### config.mk
export PLATFORM = sky130hd
export DESIGN_NAME = memory_arbiter_flat
export DESIGN_NICKNAME = d
export VERILOG_FILES = /design/src/rtl/memory_arbiter_if.sv /design/src/rtl/memory_arbiter.sv /design/src/flat_wrapper.sv
export SDC_FILE = /design/constraint.sdc
export NUM_CORES = 1
export LEC_CHECK = 0
export CAP_MARGIN = 20
export CORE_AREA = 2 2 128 130
export CTS_CLUSTER_DIAMETER = 200
export CTS_CLUSTER_SIZE = 8
export DETAILED_ROUTE_END_ITERATION = 10
export DIE_AREA = 0 0 130 132
export HOLD_SLACK_MARGIN = 0.1
export PLACE_DENSITY = 0.79
export SETUP_SLACK_MARGIN = 0.2
export SKIP_CTS_REPAIR_TIMING = 1
export SLEW_MARGIN = 20
export SYNTH_ARGS = -nofsm -noshare
export SYNTH_HDL_FRONTEND = slang
export SYNTH_SLANG_ARGS = --single-unit
### constraint.sdc
create_clock -name CLK -period 5.1 [get_ports CLK]
set_clock_uncertainty 0.15 [all_clocks]
set_input_delay 1.02 -clock CLK [delete_from_list [all_inputs] [get_ports CLK]]
set_output_delay 1.02 -clock CLK [all_outputs]
set_load 0.005 [all_outputs]
### src/rtl/memory_arbiter_if.sv
// Request/response bundle between the datapath requesters, the arbiter and
// the single-ported RAM model. The arbiter takes the slave view; whoever
// drives the requests and models the RAM takes the master view.
interface memory_arbiter_if #(
  parameter int ADDR_W = 32,
  parameter int DATA_W = 32
);
  // Datapath request side
  logic              iREN;
  logic [ADDR_W-1:0] iaddr;
  logic              dREN;
  logic              dWEN;
  logic [ADDR_W-1:0] daddr;
  logic [DATA_W-1:0] dstore;
  logic              ihit;
  logic [DATA_W-1:0] iload;
  logic              dhit;
  logic [DATA_W-1:0] dload;

  // RAM side
  logic              ram_ren;
  logic              ram_wen;
  logic [ADDR_W-1:0] ram_addr;
  logic [DATA_W-1:0] ram_store;
  logic [DATA_W-1:0] ram_load;
  logic              ram_ready;

  // Status
  logic              mem_err;
  logic [31:0]       icount;
  logic [31:0]       dcount;

  modport slave (
    input  iREN, iaddr, dREN, dWEN, daddr, dstore, ram_load, ram_ready,
    output ihit, iload, dhit, dload, ram_ren, ram_wen, ram_addr, ram_store,
           mem_err, icount, dcount
  );

  modport master (
    output iREN, iaddr, dREN, dWEN, daddr, dstore, ram_load, ram_ready,
    input  ihit, iload, dhit, dload, ram_ren, ram_wen, ram_addr, ram_store,
           mem_err, icount, dcount
  );
endinterface

### src/rtl/memory_arbiter.sv
// memory_arbiter: serves instruction fetches and data loads/stores against a
// single-ported RAM. One access is in flight at a time; the granted request is
// latched so the RAM sees a stable address/data until ram_ready (or timeout).
// Completion is a one-cycle ihit/dhit with the load word passed straight
// through from ram_load. All RAM strobes and hits decode from the state
// register, so an asynchronous reset removes them without waiting for a clock.
//
// Optional build macro: MEM_ARBITER_STATS_EN adds 32-bit completed-access
// counters (icount/dcount); without it both read 0 and no counter flops exist.
module memory_arbiter #(
  parameter int              ADDR_W   = 32,
  parameter int              DATA_W   = 32,
  parameter int              TIMEOUT  = 64,
  parameter logic [DATA_W-1:0] ERR_WORD = 32'hBAD1BAD1
) (
  input  logic               CLK,
  input  logic               nRST,
  memory_arbiter_if.slave    bus
);

  typedef enum logic [1:0] {
    IDLE = 2'd0,
    IACC = 2'd1,
    DACC = 2'd2
  } state_e;

  typedef enum logic {
    GRANT_I = 1'b0,
    GRANT_D = 1'b1
  } grant_e;

  // Counter only has to reach TIMEOUT-1; keep at least one bit when disabled.
  localparam int CNT_W = (TIMEOUT > 1) ? $clog2(TIMEOUT) : 1;
  localparam logic [CNT_W-1:0] CNT_LAST = CNT_W'((TIMEOUT > 0) ? TIMEOUT - 1 : 0);
  localparam bit TIMEOUT_EN = (TIMEOUT != 0);

  state_e            state_q, state_d;
  grant_e            last_grant_q, last_grant_d;
  logic [ADDR_W-1:0] addr_q, addr_d;
  logic [DATA_W-1:0] store_q, store_d;
  logic              wr_q, wr_d;
  logic [CNT_W-1:0]  cnt_q, cnt_d;
  logic              mem_err_q, mem_err_d;

  logic              ram_ren;
  logic              ram_wen;
  logic              ihit;
  logic              dhit;
  logic [DATA_W-1:0] iload;
  logic [DATA_W-1:0] dload;
  logic              timed_out;
  logic              done;
  logic [DATA_W-1:0] hit_word;
  logic              data_req;

  // Completion decode shared by both access states: a real RAM response wins
  // over a timeout landing in the same cycle.
  always_comb begin
    timed_out = TIMEOUT_EN && !bus.ram_ready && (cnt_q == CNT_LAST);
    done      = bus.ram_ready || timed_out;
    hit_word  = bus.ram_ready ? bus.ram_load : ERR_WORD;
    data_req  = bus.dREN || bus.dWEN;
  end

  // Next-state, grant, request latching and per-state outputs.
  // NOTE: every variable gets its default before the case so no path leaves
  // one unassigned; a missed default here would infer a latch.
  always_comb begin
    state_d      = state_q;
    last_grant_d = last_grant_q;
    addr_d       = addr_q;
    store_d      = store_q;
    wr_d         = wr_q;
    cnt_d        = cnt_q;
    mem_err_d    = mem_err_q;
    ram_ren      = 1'b0;
    ram_wen      = 1'b0;
    ihit         = 1'b0;
    dhit         = 1'b0;
    iload        = '0;
    dload        = '0;

    unique case (state_q)
      IDLE: begin
        cnt_d = '0;
        // Data wins a tie unless it was also the last grant, which gives
        // strict alternation under contention and keeps fetches from starving.
        if (data_req && (last_grant_q == GRANT_I || !bus.iREN)) begin
          state_d      = DACC;
          last_grant_d = GRANT_D;
          addr_d       = bus.daddr;
          store_d      = bus.dstore;
          wr_d         = bus.dWEN;
        end else if (bus.iREN) begin
          state_d      = IACC;
          last_grant_d = GRANT_I;
          addr_d       = bus.iaddr;
          wr_d         = 1'b0;
        end
      end

      IACC: begin
        ram_ren = 1'b1;
        if (done) begin
          ihit    = 1'b1;
          iload   = hit_word;
          state_d = IDLE;
          if (timed_out) mem_err_d = 1'b1;
        end else begin
          cnt_d = cnt_q + CNT_W'(1);
        end
      end

      DACC: begin
        ram_wen = wr_q;
        ram_ren = !wr_q;
        if (done) begin
          dhit    = 1'b1;
          dload   = hit_word;
          state_d = IDLE;
          if (timed_out) mem_err_d = 1'b1;
        end else begin
          cnt_d = cnt_q + CNT_W'(1);
        end
      end

      default: begin
        state_d = IDLE;
      end
    endcase
  end

  // State and request registers; reset returns to IDLE with last grant INSTR.
  // NOTE: registers take non-blocking assignments so every flop samples the
  // values from before this edge regardless of statement order.
  always_ff @(posedge CLK or negedge nRST) begin
    if (!nRST) begin
      state_q      <= IDLE;
      last_grant_q <= GRANT_I;
      addr_q       <= '0;
      store_q      <= '0;
      wr_q         <= 1'b0;
      cnt_q        <= '0;
      mem_err_q    <= 1'b0;
    end else begin
      state_q      <= state_d;
      last_grant_q <= last_grant_d;
      addr_q       <= addr_d;
      store_q      <= store_d;
      wr_q         <= wr_d;
      cnt_q        <= cnt_d;
      mem_err_q    <= mem_err_d;
    end
  end

  assign bus.ram_ren   = ram_ren;
  assign bus.ram_wen   = ram_wen;
  assign bus.ram_addr  = addr_q;
  assign bus.ram_store = store_q;
  assign bus.ihit      = ihit;
  assign bus.iload     = iload;
  assign bus.dhit      = dhit;
  assign bus.dload     = dload;
  assign bus.mem_err   = mem_err_q;

`ifdef MEM_ARBITER_STATS_EN
  logic [31:0] icount_q, icount_d;
  logic [31:0] dcount_q, dcount_d;

  // Completed-access counters, timeout hits included; wrap modulo 2^32.
  always_comb begin
    icount_d = icount_q + {31'b0, ihit};
    dcount_d = dcount_q + {31'b0, dhit};
  end

  // Counter registers.
  always_ff @(posedge CLK or negedge nRST) begin
    if (!nRST) begin
      icount_q <= '0;
      dcount_q <= '0;
    end else begin
      icount_q <= icount_d;
      dcount_q <= dcount_d;
    end
  end

  assign bus.icount = icount_q;
  assign bus.dcount = dcount_q;
`else
  assign bus.icount = '0;
  assign bus.dcount = '0;
`endif

endmodule

### src/flat_wrapper.sv
// flat-port wrapper written by rule: the top's interface ports become plain ports
module memory_arbiter_flat 
#(
  parameter int              ADDR_W   = 32,
  parameter int              DATA_W   = 32,
  parameter int              TIMEOUT  = 64,
  parameter logic [DATA_W-1:0] ERR_WORD = 32'hBAD1BAD1
)
  (CLK, nRST, bus_iREN, bus_iaddr, bus_dREN, bus_dWEN, bus_daddr, bus_dstore, bus_ram_load, bus_ram_ready, bus_ihit, bus_iload, bus_dhit, bus_dload, bus_ram_ren, bus_ram_wen, bus_ram_addr, bus_ram_store, bus_mem_err, bus_icount, bus_dcount);
  memory_arbiter_if #(.ADDR_W(ADDR_W), .DATA_W(DATA_W)) bus_i ();
  input  logic CLK;
  input  logic nRST;
  input wire logic [$bits(bus_i.iREN)-1:0] bus_iREN;
  input wire logic [$bits(bus_i.iaddr)-1:0] bus_iaddr;
  input wire logic [$bits(bus_i.dREN)-1:0] bus_dREN;
  input wire logic [$bits(bus_i.dWEN)-1:0] bus_dWEN;
  input wire logic [$bits(bus_i.daddr)-1:0] bus_daddr;
  input wire logic [$bits(bus_i.dstore)-1:0] bus_dstore;
  input wire logic [$bits(bus_i.ram_load)-1:0] bus_ram_load;
  input wire logic [$bits(bus_i.ram_ready)-1:0] bus_ram_ready;
  output wire logic [$bits(bus_i.ihit)-1:0] bus_ihit;
  output wire logic [$bits(bus_i.iload)-1:0] bus_iload;
  output wire logic [$bits(bus_i.dhit)-1:0] bus_dhit;
  output wire logic [$bits(bus_i.dload)-1:0] bus_dload;
  output wire logic [$bits(bus_i.ram_ren)-1:0] bus_ram_ren;
  output wire logic [$bits(bus_i.ram_wen)-1:0] bus_ram_wen;
  output wire logic [$bits(bus_i.ram_addr)-1:0] bus_ram_addr;
  output wire logic [$bits(bus_i.ram_store)-1:0] bus_ram_store;
  output wire logic [$bits(bus_i.mem_err)-1:0] bus_mem_err;
  output wire logic [$bits(bus_i.icount)-1:0] bus_icount;
  output wire logic [$bits(bus_i.dcount)-1:0] bus_dcount;
  assign bus_i.iREN = bus_iREN;
  assign bus_i.iaddr = bus_iaddr;
  assign bus_i.dREN = bus_dREN;
  assign bus_i.dWEN = bus_dWEN;
  assign bus_i.daddr = bus_daddr;
  assign bus_i.dstore = bus_dstore;
  assign bus_i.ram_load = bus_ram_load;
  assign bus_i.ram_ready = bus_ram_ready;
  assign bus_ihit = bus_i.ihit;
  assign bus_iload = bus_i.iload;
  assign bus_dhit = bus_i.dhit;
  assign bus_dload = bus_i.dload;
  assign bus_ram_ren = bus_i.ram_ren;
  assign bus_ram_wen = bus_i.ram_wen;
  assign bus_ram_addr = bus_i.ram_addr;
  assign bus_ram_store = bus_i.ram_store;
  assign bus_mem_err = bus_i.mem_err;
  assign bus_icount = bus_i.icount;
  assign bus_dcount = bus_i.dcount;
  memory_arbiter #(.ADDR_W(ADDR_W), .DATA_W(DATA_W), .TIMEOUT(TIMEOUT), .ERR_WORD(ERR_WORD)) u_core (.CLK(CLK), .nRST(nRST), .bus(bus_i));
endmodule
==> results of run 1 <==
power by group:
part | switching, uW | internal [uW] | total (uW)
Sequential | 162 | 878 | 1040
Combinational | 637 | 1060 | 1700
Clock | 264 | 337 | 601
synthesized netlist by cell type, drive strengths merged, types with 3 or more instances:
cell type / number
o21ai: 35
ha: 4
mux2: 32
nand2b: 3
o21a: 3
a21o: 3
nand3: 4
buf: 79
and3: 29
a21boi: 36
dfrtp: 75
clkbuf: 14
nand2: 60
mux2i: 34
and2: 3
sequential cells by signal (all words and copies together) (netlist names):
name,flops
u_core.bus.ram_addr,32
u_core.cnt_q,6
u_core.last_grant_q,1
u_core.state_q,2
u_core.bus.ram_store,32
u_core.wr_q,1
u_core.bus.mem_err,1
path summary, 6_finish.rpt:
| kind | slack (ps) | depth (start not counted) | to |
|---|---|---|---|
| max in group asynchronous | 3490 | 1 | u_core.cnt_q[0] |
| worst max-delay path | 750 | 4 | bus_dload[31] |
| min in group asynchronous | 670 | 1 | u_core.bus.ram_addr[2] |
| worst max register to register | 2870 | 3 | u_core.bus.ram_store[19] |
| worst min-delay path | 310 | 1 | u_core.bus.mem_err |
| worst min register to register | 310 | 1 | u_core.bus.mem_err |
cells in the final DEF, fill, tap and decap left out, drive strengths merged:
cell,Yosys,layout
clkdlybuf4s50,0,265
conb,1,64
clkinv,0,1
inv,2,5
nor2b,2,2
nor3,2,2
a21o,3,3
nor2,2,2
a31oi,2,2
nand3,4,4
mux2i,34,34
mux2,32,32
clkinvlp,0,3
nand2b,3,3
o2bb2ai,1,1
a21oi,2,2
a21boi,36,36
and3,29,29
o21ai,35,35
or3,1,1
nand2,60,60
o21a,3,3
nand4,2,2
o311ai,1,1
dfrtp,75,75
o211ai,1,1
ha,4,4
and2,3,3
clkbuf,14,9
buf,79,3
layer usage:
layer,global-route usage [%],vias to the layer above,part of all wire [%]
met1,15.6,1710,36
li1,-,1850,-
met3,5.64,9,11
met4,4.12,0,1.1
met2,26.0,201,52
met5,0,-,0
kinds of logic (layout without fill, tap and decap cells):
| group | count (synthesis) | count (layout) | share of synthesized area [%] |
|---|---|---|---|
| compound gates | 84 | 84 | 14.5 |
| fa+ha+maj | 4 | 4 | 1.08 |
| buf+inv | 95 | 286 | 15.0 |
| flops | 75 | 75 | 40.5 |
| mux | 66 | 66 | 17.4 |
| other cells | 1 | 64 | 0.0810 |
| simple gates | 108 | 108 | 11.4 |
layout make-up:
type	count	area, um2
Clock buffer	9	225
Clock inverter	7	60.1
Fill cell	1435	8280
Inverter	2	7.51
Multi-Input combinational cell	326	2320
Sequential cell	75	1880
Tap cell	216	270
Timing Repair Buffer	268	2680
worst max-delay path, cell delays in order:
cell and delay (ps):
clkdlybuf4s50_1 410, or3_2 890, a21boi_0 300, clkdlybuf4s50_1 530
per-stage QoR:
stage          utilization [%]  total power [uW]  hold WS, ps  setup slack [ps]
3_5_place_dp              45.4              2770          305               747
6_report                  47.3              3340          307               749
5_1_grt                   47.3              3570          329               617
2_1_floorplan                -              1900          296              2120
4_1_cts                   47.3              3390          314               749
3_3_place_gp              45.4              2740          295               763
==> flow_summary.ini, run 1 <==
[synth]
synthCells = 433
yosys_warnings = 0
synthArstFlopShare_pct = 100
synth-seq-area-share_pct = 40.5
synth-edff-count = 0
synth_top_area_share_pct = 40.5
synthFlopType = dfrtp_1
yosys.area.top_type = dfrtp_1
ys_ff_latch = 75
syn_area_per_cell_um2 = 10.7
synth.distinct_cells = 38
synth_area_leaders = dfrtp_1 (41%), buf_4 (11%), mux2_4 (9.1%)
netlist_area_um2 = 4630

[power]
leakagePower_uw = 0.00328
peakVddDrop_mv = 0.292
p_per_area_nw_per_um2 = 450

[timing]
setup_tns_ps = 0
slew_violations = 0
setup_violations = 0
fin_crit_sh_pct = 85.3
hold_violations = 0
period_minus_slack_ps = 4350
rsz0062_at_grt = no
worstMarginPinSlew_ps = 968
maxSlewHeadroom_pct = 35.5
max_freq_mhz = 230

[die]
start_util_pct = 29.5
die_h_um = 132
rows = 46
die_w_um = 130
pin_count = 331
die_area_um2 = 17200
core_um2 = 15700

[placement]
place_area_um2 = 7140
hpwl_mm = 10.0
gp_congestion = 0.763
dp.cells = 887
port_buffers = 266

[worst_setup_path]
startpoint = bus_ram_ready
critPathArrivalTime_ps = 3180
path_class = in -> out
crit_fanout = 36
r2r-start = u_core.last_grant_q
endpoint_kind = primary output
required_ps = 3930
worstSetupStartpointType = primary input

[route]
wl_mm = 12.7
drtIter0Drc = 68
vias = 3770
ant_nets = 0
wire_per_inst_um = 14.0
viasPerCell = 4.17
drc = 0
drt_pass1_iterations = 4

[clock_network]
cts_buffers = 9
ctsRootBufferMaster = clkbuf_16
htreeDepth = 3
path_clk_slew_ps = 60
clock_path_buffers = 2
clock_latency_ps = 320
cts_tree = built
cts.sinks = 75

[grt]
grt_pass1_wl_mm = 19.5
overflow = 0
grt_pass1_vias = 3694
grt.total_usage_pct = 14.5
grt_start_max_net_pins = 76
antenna_found_initial = 0

[worst_hold_path]
min_path_type = reg -> reg
holdCritStartpoint = u_core.bus.mem_err

[cells_and_area]
areaGrowthSynthToFinish_pct = 60.5
final_area_um2 = 7430
final_net_count = 820
final_cells = 903
n_antenna_cell = 0
layout-drive-gt1-share_pct = 13.0

[run_status]
status = complete, no violations

[job]
maxCapViolCount = 0
Note: power is estimated with default switching activity, not from simulation.
==> run 2, diff against run 1 <==
--- a/config.mk
+++ b/config.mk
@@ -8,7 +8,7 @@
 export CAP_MARGIN = 20
 export CORE_AREA = 2 2 128 130
 export CTS_CLUSTER_DIAMETER = 200
-export CTS_CLUSTER_SIZE = 8
+export CTS_CLUSTER_SIZE = 25
 export DETAILED_ROUTE_END_ITERATION = 10
 export DIE_AREA = 0 0 130 132
 export HOLD_SLACK_MARGIN = 0.1
==> results of run 2 <==
No change in the layout: final DEF, timing and power equal those of run 1.
